## src/rtl/calc_pkg.sv

```systemverilog
// Shared calculator definitions: FSM state codes seen by the display path
// and the formatter's own conversion FSM states.
package calc_pkg;

  localparam logic [3:0] ST_RES    = 4'd0;
  localparam logic [3:0] ST_A0     = 4'd4;
  localparam logic [3:0] ST_A_LAST = 4'd7;
  localparam logic [3:0] ST_B0     = 4'd8;
  localparam logic [3:0] ST_B_LAST = 4'd10;
  localparam logic [3:0] ST_SHOW   = 4'd11;

  typedef enum logic {
    IDLE = 1'b0,
    CONV = 1'b1
  } fmt_state_t;

endpackage

```

## src/rtl/disp_formatter_if.sv

```systemverilog
// Calculator-to-display bundle: operand/result sources in, formatted digits out.
interface disp_formatter_if #(
  parameter int W      = 16,
  parameter int DIGITS = 8
);
  logic [3:0]          state;
  logic [W-1:0]        a;
  logic [W-1:0]        b;
  logic [W:0]          res;
  logic                dec_mode;
  logic [4*DIGITS-1:0] num;
  logic [DIGITS-1:0]   dig_en;
  logic                blink_on;
  logic                busy;

  modport master (
    output state, a, b, res, dec_mode,
    input  num, dig_en, blink_on, busy
  );

  modport slave (
    input  state, a, b, res, dec_mode,
    output num, dig_en, blink_on, busy
  );
endinterface

```

## src/rtl/disp_formatter_bcd_add3.sv

```systemverilog
// Double-dabble digit correction: add 3 to any BCD digit of 5 or more.
module bcd_add3 (
  input  logic [3:0] digit,
  output logic [3:0] adjusted
);
  always_comb begin
    adjusted = digit;
    if (digit >= 4'd5) adjusted = digit + 4'd3;
  end
endmodule

```

## src/rtl/disp_formatter.sv

```systemverilog
// Display formatter: picks the value for the current calculator state and
// shows it as hex or as sequentially converted BCD, with blanking and blink.
module disp_formatter
  import calc_pkg::*;
#(
  parameter int W         = 16,
  parameter int DIGITS    = 8,
  parameter int BLINK_CYC = 50_000_000
) (
  input logic             clk,
  input logic             reset,
  disp_formatter_if.slave bus
);
  localparam int NW   = 4 * DIGITS;
  localparam int CNTW = $clog2(W + 1);
  localparam int BCW  = (BLINK_CYC > 1) ? $clog2(BLINK_CYC) : 1;

  fmt_state_t      fsm_q, fsm_d;
  logic [W:0]      sel_d, sel_q, last_val;
  logic            mode_q, last_mode;
  logic [NW-1:0]   num_q, bcd_q, bcd_adj;
  logic [W:0]      bin_q;
  logic [CNTW-1:0] cnt_q;
  logic            busy_q;
  logic [BCW-1:0]  blink_cnt;
  logic            blink_q;
  logic            start, do_hex, do_load, do_step, do_done, in_entry;

  always_comb begin
    sel_d = '0;
    if (bus.state == ST_RES || bus.state == ST_SHOW)
      sel_d = bus.res;
    else if (bus.state >= ST_A0 && bus.state <= ST_A_LAST)
      sel_d = {1'b0, bus.a};
    else if (bus.state >= ST_B0 && bus.state <= ST_B_LAST)
      sel_d = {1'b0, bus.b};
  end

  for (genvar g = 0; g < DIGITS; g++) begin : g_add3
    bcd_add3 u_add3 (.digit(bcd_q[4*g +: 4]), .adjusted(bcd_adj[4*g +: 4]));
  end

  // A new value or mode restarts from IDLE semantics even mid-conversion.
  assign start = (sel_q != last_val) || (mode_q != last_mode);

  always_comb begin
    fsm_d   = fsm_q;
    do_hex  = 1'b0;
    do_load = 1'b0;
    do_step = 1'b0;
    do_done = 1'b0;
    if (start) begin
      if (mode_q) begin
        do_load = 1'b1;
        fsm_d   = CONV;
      end else begin
        do_hex = 1'b1;
        fsm_d  = IDLE;
      end
    end else if (fsm_q == CONV) begin
      do_step = 1'b1;
      if (cnt_q == CNTW'(W)) begin
        do_done = 1'b1;
        fsm_d   = IDLE;
      end
    end
  end

  always_ff @(posedge clk or posedge reset) begin
    if (reset) fsm_q <= IDLE;
    else       fsm_q <= fsm_d;
  end

  always_ff @(posedge clk or posedge reset) begin
    if (reset) begin
      sel_q     <= '0;
      mode_q    <= 1'b0;
      last_val  <= '0;
      last_mode <= 1'b0;
      num_q     <= '0;
      bcd_q     <= '0;
      bin_q     <= '0;
      cnt_q     <= '0;
      busy_q    <= 1'b0;
    end else begin
      sel_q  <= sel_d;
      mode_q <= bus.dec_mode;
      if (do_hex) begin
        num_q     <= NW'(sel_q);
        last_val  <= sel_q;
        last_mode <= mode_q;
        busy_q    <= 1'b0;
      end
      if (do_load) begin
        bcd_q     <= '0;
        bin_q     <= sel_q;
        cnt_q     <= '0;
        last_val  <= sel_q;
        last_mode <= mode_q;
        busy_q    <= 1'b1;
      end
      if (do_step) begin
        // Top BCD bit rotates into bin; it cannot reach the digits within W+1 shifts.
        {bcd_q, bin_q} <= {bcd_adj[NW-2:0], bin_q, bcd_adj[NW-1]};
        cnt_q          <= cnt_q + 1'b1;
      end
      if (do_done) begin
        num_q  <= {bcd_adj[NW-2:0], bin_q[W]};
        busy_q <= 1'b0;
      end
    end
  end

  assign in_entry = (bus.state >= ST_A0) && (bus.state <= ST_B_LAST);

  // Outside entry states the counter is held clear, so entry starts a fresh "on" phase.
  always_ff @(posedge clk or posedge reset) begin
    if (reset) begin
      blink_cnt <= '0;
      blink_q   <= 1'b1;
    end else if (!in_entry) begin
      blink_cnt <= '0;
      blink_q   <= 1'b1;
    end else if (blink_cnt == BCW'(BLINK_CYC - 1)) begin
      blink_cnt <= '0;
      blink_q   <= ~blink_q;
    end else begin
      blink_cnt <= blink_cnt + 1'b1;
    end
  end

  always_comb begin
    logic        seen;
    int unsigned idx;
    seen       = 1'b0;
    idx        = 0;
    bus.dig_en = '0;
    for (int unsigned j = 0; j < DIGITS; j++) begin
      idx             = DIGITS - 1 - j;
      seen            = seen | (num_q[4*idx +: 4] != 4'd0);
      bus.dig_en[idx] = seen;
    end
    bus.dig_en[0] = 1'b1;
  end

  assign bus.num      = num_q;
  assign bus.busy     = busy_q;
  assign bus.blink_on = blink_q;

endmodule

```

## src/flat_wrapper.sv

```systemverilog
// flat-port wrapper written by rule: the top's interface ports become plain ports
module disp_formatter_flat import calc_pkg::*;
#(
  parameter int W         = 16,
  parameter int DIGITS    = 8,
  parameter int BLINK_CYC = 50_000_000
)
  (clk, reset, bus_state, bus_a, bus_b, bus_res, bus_dec_mode, bus_num, bus_dig_en, bus_blink_on, bus_busy);
  disp_formatter_if #(.W(W), .DIGITS(DIGITS)) bus_i ();
  input logic clk;
  input logic reset;
  input wire logic [$bits(bus_i.state)-1:0] bus_state;
  input wire logic [$bits(bus_i.a)-1:0] bus_a;
  input wire logic [$bits(bus_i.b)-1:0] bus_b;
  input wire logic [$bits(bus_i.res)-1:0] bus_res;
  input wire logic [$bits(bus_i.dec_mode)-1:0] bus_dec_mode;
  output wire logic [$bits(bus_i.num)-1:0] bus_num;
  output wire logic [$bits(bus_i.dig_en)-1:0] bus_dig_en;
  output wire logic [$bits(bus_i.blink_on)-1:0] bus_blink_on;
  output wire logic [$bits(bus_i.busy)-1:0] bus_busy;
  assign bus_i.state = bus_state;
  assign bus_i.a = bus_a;
  assign bus_i.b = bus_b;
  assign bus_i.res = bus_res;
  assign bus_i.dec_mode = bus_dec_mode;
  assign bus_num = bus_i.num;
  assign bus_dig_en = bus_i.dig_en;
  assign bus_blink_on = bus_i.blink_on;
  assign bus_busy = bus_i.busy;
  disp_formatter #(.W(W), .DIGITS(DIGITS), .BLINK_CYC(BLINK_CYC)) u_core (.clk(clk), .reset(reset), .bus(bus_i));
endmodule
```

## config.mk

```make
export PLATFORM = sky130hd
export DESIGN_NAME = disp_formatter_flat
export DESIGN_NICKNAME = d
export VERILOG_FILES = /design/src/rtl/calc_pkg.sv /design/src/rtl/disp_formatter_if.sv /design/src/rtl/disp_formatter_bcd_add3.sv /design/src/rtl/disp_formatter.sv /design/src/flat_wrapper.sv
export SDC_FILE = /design/constraint.sdc
export NUM_CORES = 1
export LEC_CHECK = 0
export CAP_MARGIN = 20
export CORE_UTILIZATION = 55
export DETAILED_ROUTE_END_ITERATION = 10
export PLACE_DENSITY = 0.8
export SKIP_CTS_REPAIR_TIMING = 1
export SYNTH_ARGS = -nofsm -noshare
export SYNTH_HDL_FRONTEND = slang
export SYNTH_SLANG_ARGS = --single-unit
export TNS_END_PERCENT = 30
```

## constraint.sdc

```tcl
create_clock -name clk -period 7 [get_ports clk]
set_input_delay 1.4 -clock clk [delete_from_list [all_inputs] [get_ports clk]]
set_output_delay 1.4 -clock clk [all_outputs]
set_load 0.03 [all_outputs]
```

==> results.yml <==
sta:
  finalHoldViolations: 0
  finalSetupTns_ps: 0
  maxSlewViolCount: 0
  clock_skew_ps: 10.2
  period_needed_ps: 4510
  setup_viol: 0
  max_freq_ghz: 0.222
  worst_slew_pin_slew_ps: 1000
  slew_headroom_pct: 33.2
  grt_setup_unrepaired: "false"
  min_period_over_period_pct: 64.4
  hold_ws_ps: 444
placed_design:
  portBuffers: 96
  place_hpwl_microns: 11000
  place.gp.congestion: 0.779
yosys:
  yosys.area.top_type: "dfrtp_1"
  synth_seq_cells: 151
  syn_area_per_cell_sq_um: 9.78
  seq_area_frac_synth_pct: 52.9
  synthCells: 731
  ys_top_cells_by_area: "dfrtp_1 (52%), nand3_1 (4.3%), xor2_1 (4.0%), inv_1 (3.9%), o21ai_0 (3.6%)"
  yosysTopAreaCellShare_pct: 52.5
  yosysUniqueCellTypes: 43
  syn-num-nets: 806
  netlist_area_sq_um: 7150
  ys_async_sr_fraction_pct: 100
  yosysWarnings: 0
  synth_ff_type: "dfrtp_1"
  synth_edf_count: 0
worst_setup_path:
  endpoint_kind: "output port"
  crit_arrival_ps: 3110
  cp_max_fo: 4
  critPathKind: "reg2out"
  worstReg2RegStart: "u_core.sel_q[13]$_DFF_PP0_"
  r2r_end: "u_core.bin_q[6]$_DFFE_PP0P_"
  critPathRequiredTime_ps: 5600
  rr_worst_depth: 7
  start_kind: "register"
  regToRegSetupSlack_ps: 3870
global_routing:
  grt_max_degree: 87
  grt_pass1_wl_microns: 26900
  grt_pass1_vias: 5705
  antenna_found_initial: 0
  grt_usage_pct: 26.0
  overflow: 0
detailed_routing:
  wl_microns: 16300
  drt-met1-wl_microns: 6840
  wl_per_cell_microns: 16.5
  via_per_inst: 5.78
  via_count: 5696
  drt.antenna.violating_nets: 0
  post-route-drc-count: 0
  wl_met2_microns: 8250
  dr.max_layer_used: "met4"
  drt_iter0_drc: 545
  dr.pass1.iters: 7
  wl_met3_microns: 835
pwr:
  comb_power_share_pct: 9.4
  netSwitchingFraction_pct: 23.8
  pwr-share-seq_pct: 46.6
  vdd_ir_drop_max_v: 0.000163
  p_per_area_nw_per_um2: 232
  p_switching_mw: 0.483
  clkPwrFrac_pct: 44.0
  power_leakage_nw: 3.96
  p_int_mw: 1.55
clocking:
  htreeDepth: 4
  numCtsBuffers: 17
  cts_tree: "yes"
  clkTransAtPathRegs_ps: 60
  clock-sinks: 151
  ctsLongestPathBuffers: 2
  clkLatencyLatePin_ps: 420
  cts_root_buf: "clkbuf_16"
hold_path:
  hold_end: "u_core.last_val[3]$_DFFE_PP0P_"
  hold_path.class: "reg2reg"
  min-delay-start: "u_core.sel_q[3]$_DFF_PP0_"
  min_delay_path_depth: 0
finish:
  nets: 876
  final_cell_mix: "dfrtp_1 (150), clkdlybuf4s50_1 (96), inv_1 (74)"
  area_delta_synth_final_pct: 22.4
  antenna_cells: 0
  nFillCells: 978
  layout_commonest_cell: "dfrtp_1"
  drive_gt1_share_pct: 6.51
floorplanning:
  die_h_microns: 116
  design.die.area_sq_um: 13500
  core_area_sq_um: 12700
  die_width_microns: 116
  initial_core_util_pct: 56.4
  row_count: 41
  io_pins: 98
flow_run:
  cap_violations: 0
outcome:
  status: "finished, final reports clean"
## metal layers
metal	up-vias	GRT usage, %
met3	38	4.60
met5	-	0
met4	0	10.3
met1	2780	31.8
li1	2659	-
met2	219	45.8
## through the flow
stage                     util [%]  power, mW  setup slack (ps)  area, sq um  instances
after floorplan                  -       1.07              1540         7150        731
after global placement        64.4       1.14              3050         8160        952
after detailed placement      64.4       1.15              2930         8160        952
after CTS                     69.0       2.04              2460         8740        984
after global routing          69.1       2.10              2330         8750        986
final                         69.1       2.03              2490         8750        986
## flip-flops by register name, summed over array words and instances (netlist names)
name and count:
u_core.bcd_q 32, u_core.bin_q 17, u_core.blink_cnt 26, u_core.bus.blink_on 1
u_core.bus.busy 1, u_core.bus.num 32, u_core.cnt_q 5, u_core.fsm_q 1
u_core.last_mode 1, u_core.last_val 17, u_core.mode_q 1, u_core.sel_q 17
## cell type report
type	count	area, sq um	area share [%]
sequential	151	3780	43.2
multi-input combinational	453	2880	32.9
timing repair buffer	103	1010	11.6
clock buffer	24	482	5.50
inverter	75	287	3.27
tap	172	215	2.46
clock inverter	8	96.3	1.10
## Yosys cell counts (all sizes together) (17+ instances only)
library cell and instances:
nand3 61, nor2 55, xnor2 19, o21ai 53, ha 19, inv 75
nand2 31, a21oi 43, xor2 33, o22ai 17, dfrtp 150, clkbuf 43
## worst max-delay path by stage
stage                              startpoint  slack (ps)                     endpoint
2_1_floorplan                           reset        1540  u_core.bcd_q[0]$_DFFE_PP0P_
3_3_place_gp   u_core.bus.num[29]$_DFFE_PP0P_        3050                bus_dig_en[1]
3_5_place_dp   u_core.bus.num[29]$_DFFE_PP0P_        2930                bus_dig_en[1]
4_1_cts        u_core.bus.num[29]$_DFFE_PP0P_        2460                bus_dig_en[1]
5_1_grt        u_core.bus.num[29]$_DFFE_PP0P_        2330                bus_dig_en[1]
6_report       u_core.bus.num[29]$_DFFE_PP0P_        2490                bus_dig_en[1]
## critical path, cell delays in order (launching register included)
cell and delay, ps:
dfrtp_1 390, nor4_1 600, nand4_1 300, nand4b_1 370, nand4b_1 250, nand4b_1 180
clkdlybuf4s50_1 600
## kinds of logic after synthesis
group,after synthesis,share of synthesized area (%)
AND/OR/NAND/NOR,217,15.3
AO/OA/AOI/OAI,156,13.9
flip-flops,151,52.9
buffers and inverters,127,6.98
XOR/XNOR,52,6.37
adder cells (fa/ha/maj),19,3.32
multiplexers,8,1.24
other,1,0.0524
## power by group through the flow
stage / clock (mW) / sequential (mW) / combinational, mW
global route: 0.941 / 0.951 / 0.209
global placement: 0 / 0.959 / 0.185
finish: 0.894 / 0.947 / 0.190
detailed placement: 0 / 0.961 / 0.190
floorplan: 0 / 0.973 / 0.0948
CTS: 0.905 / 0.946 / 0.192
(Power assumes the default switching activity.)
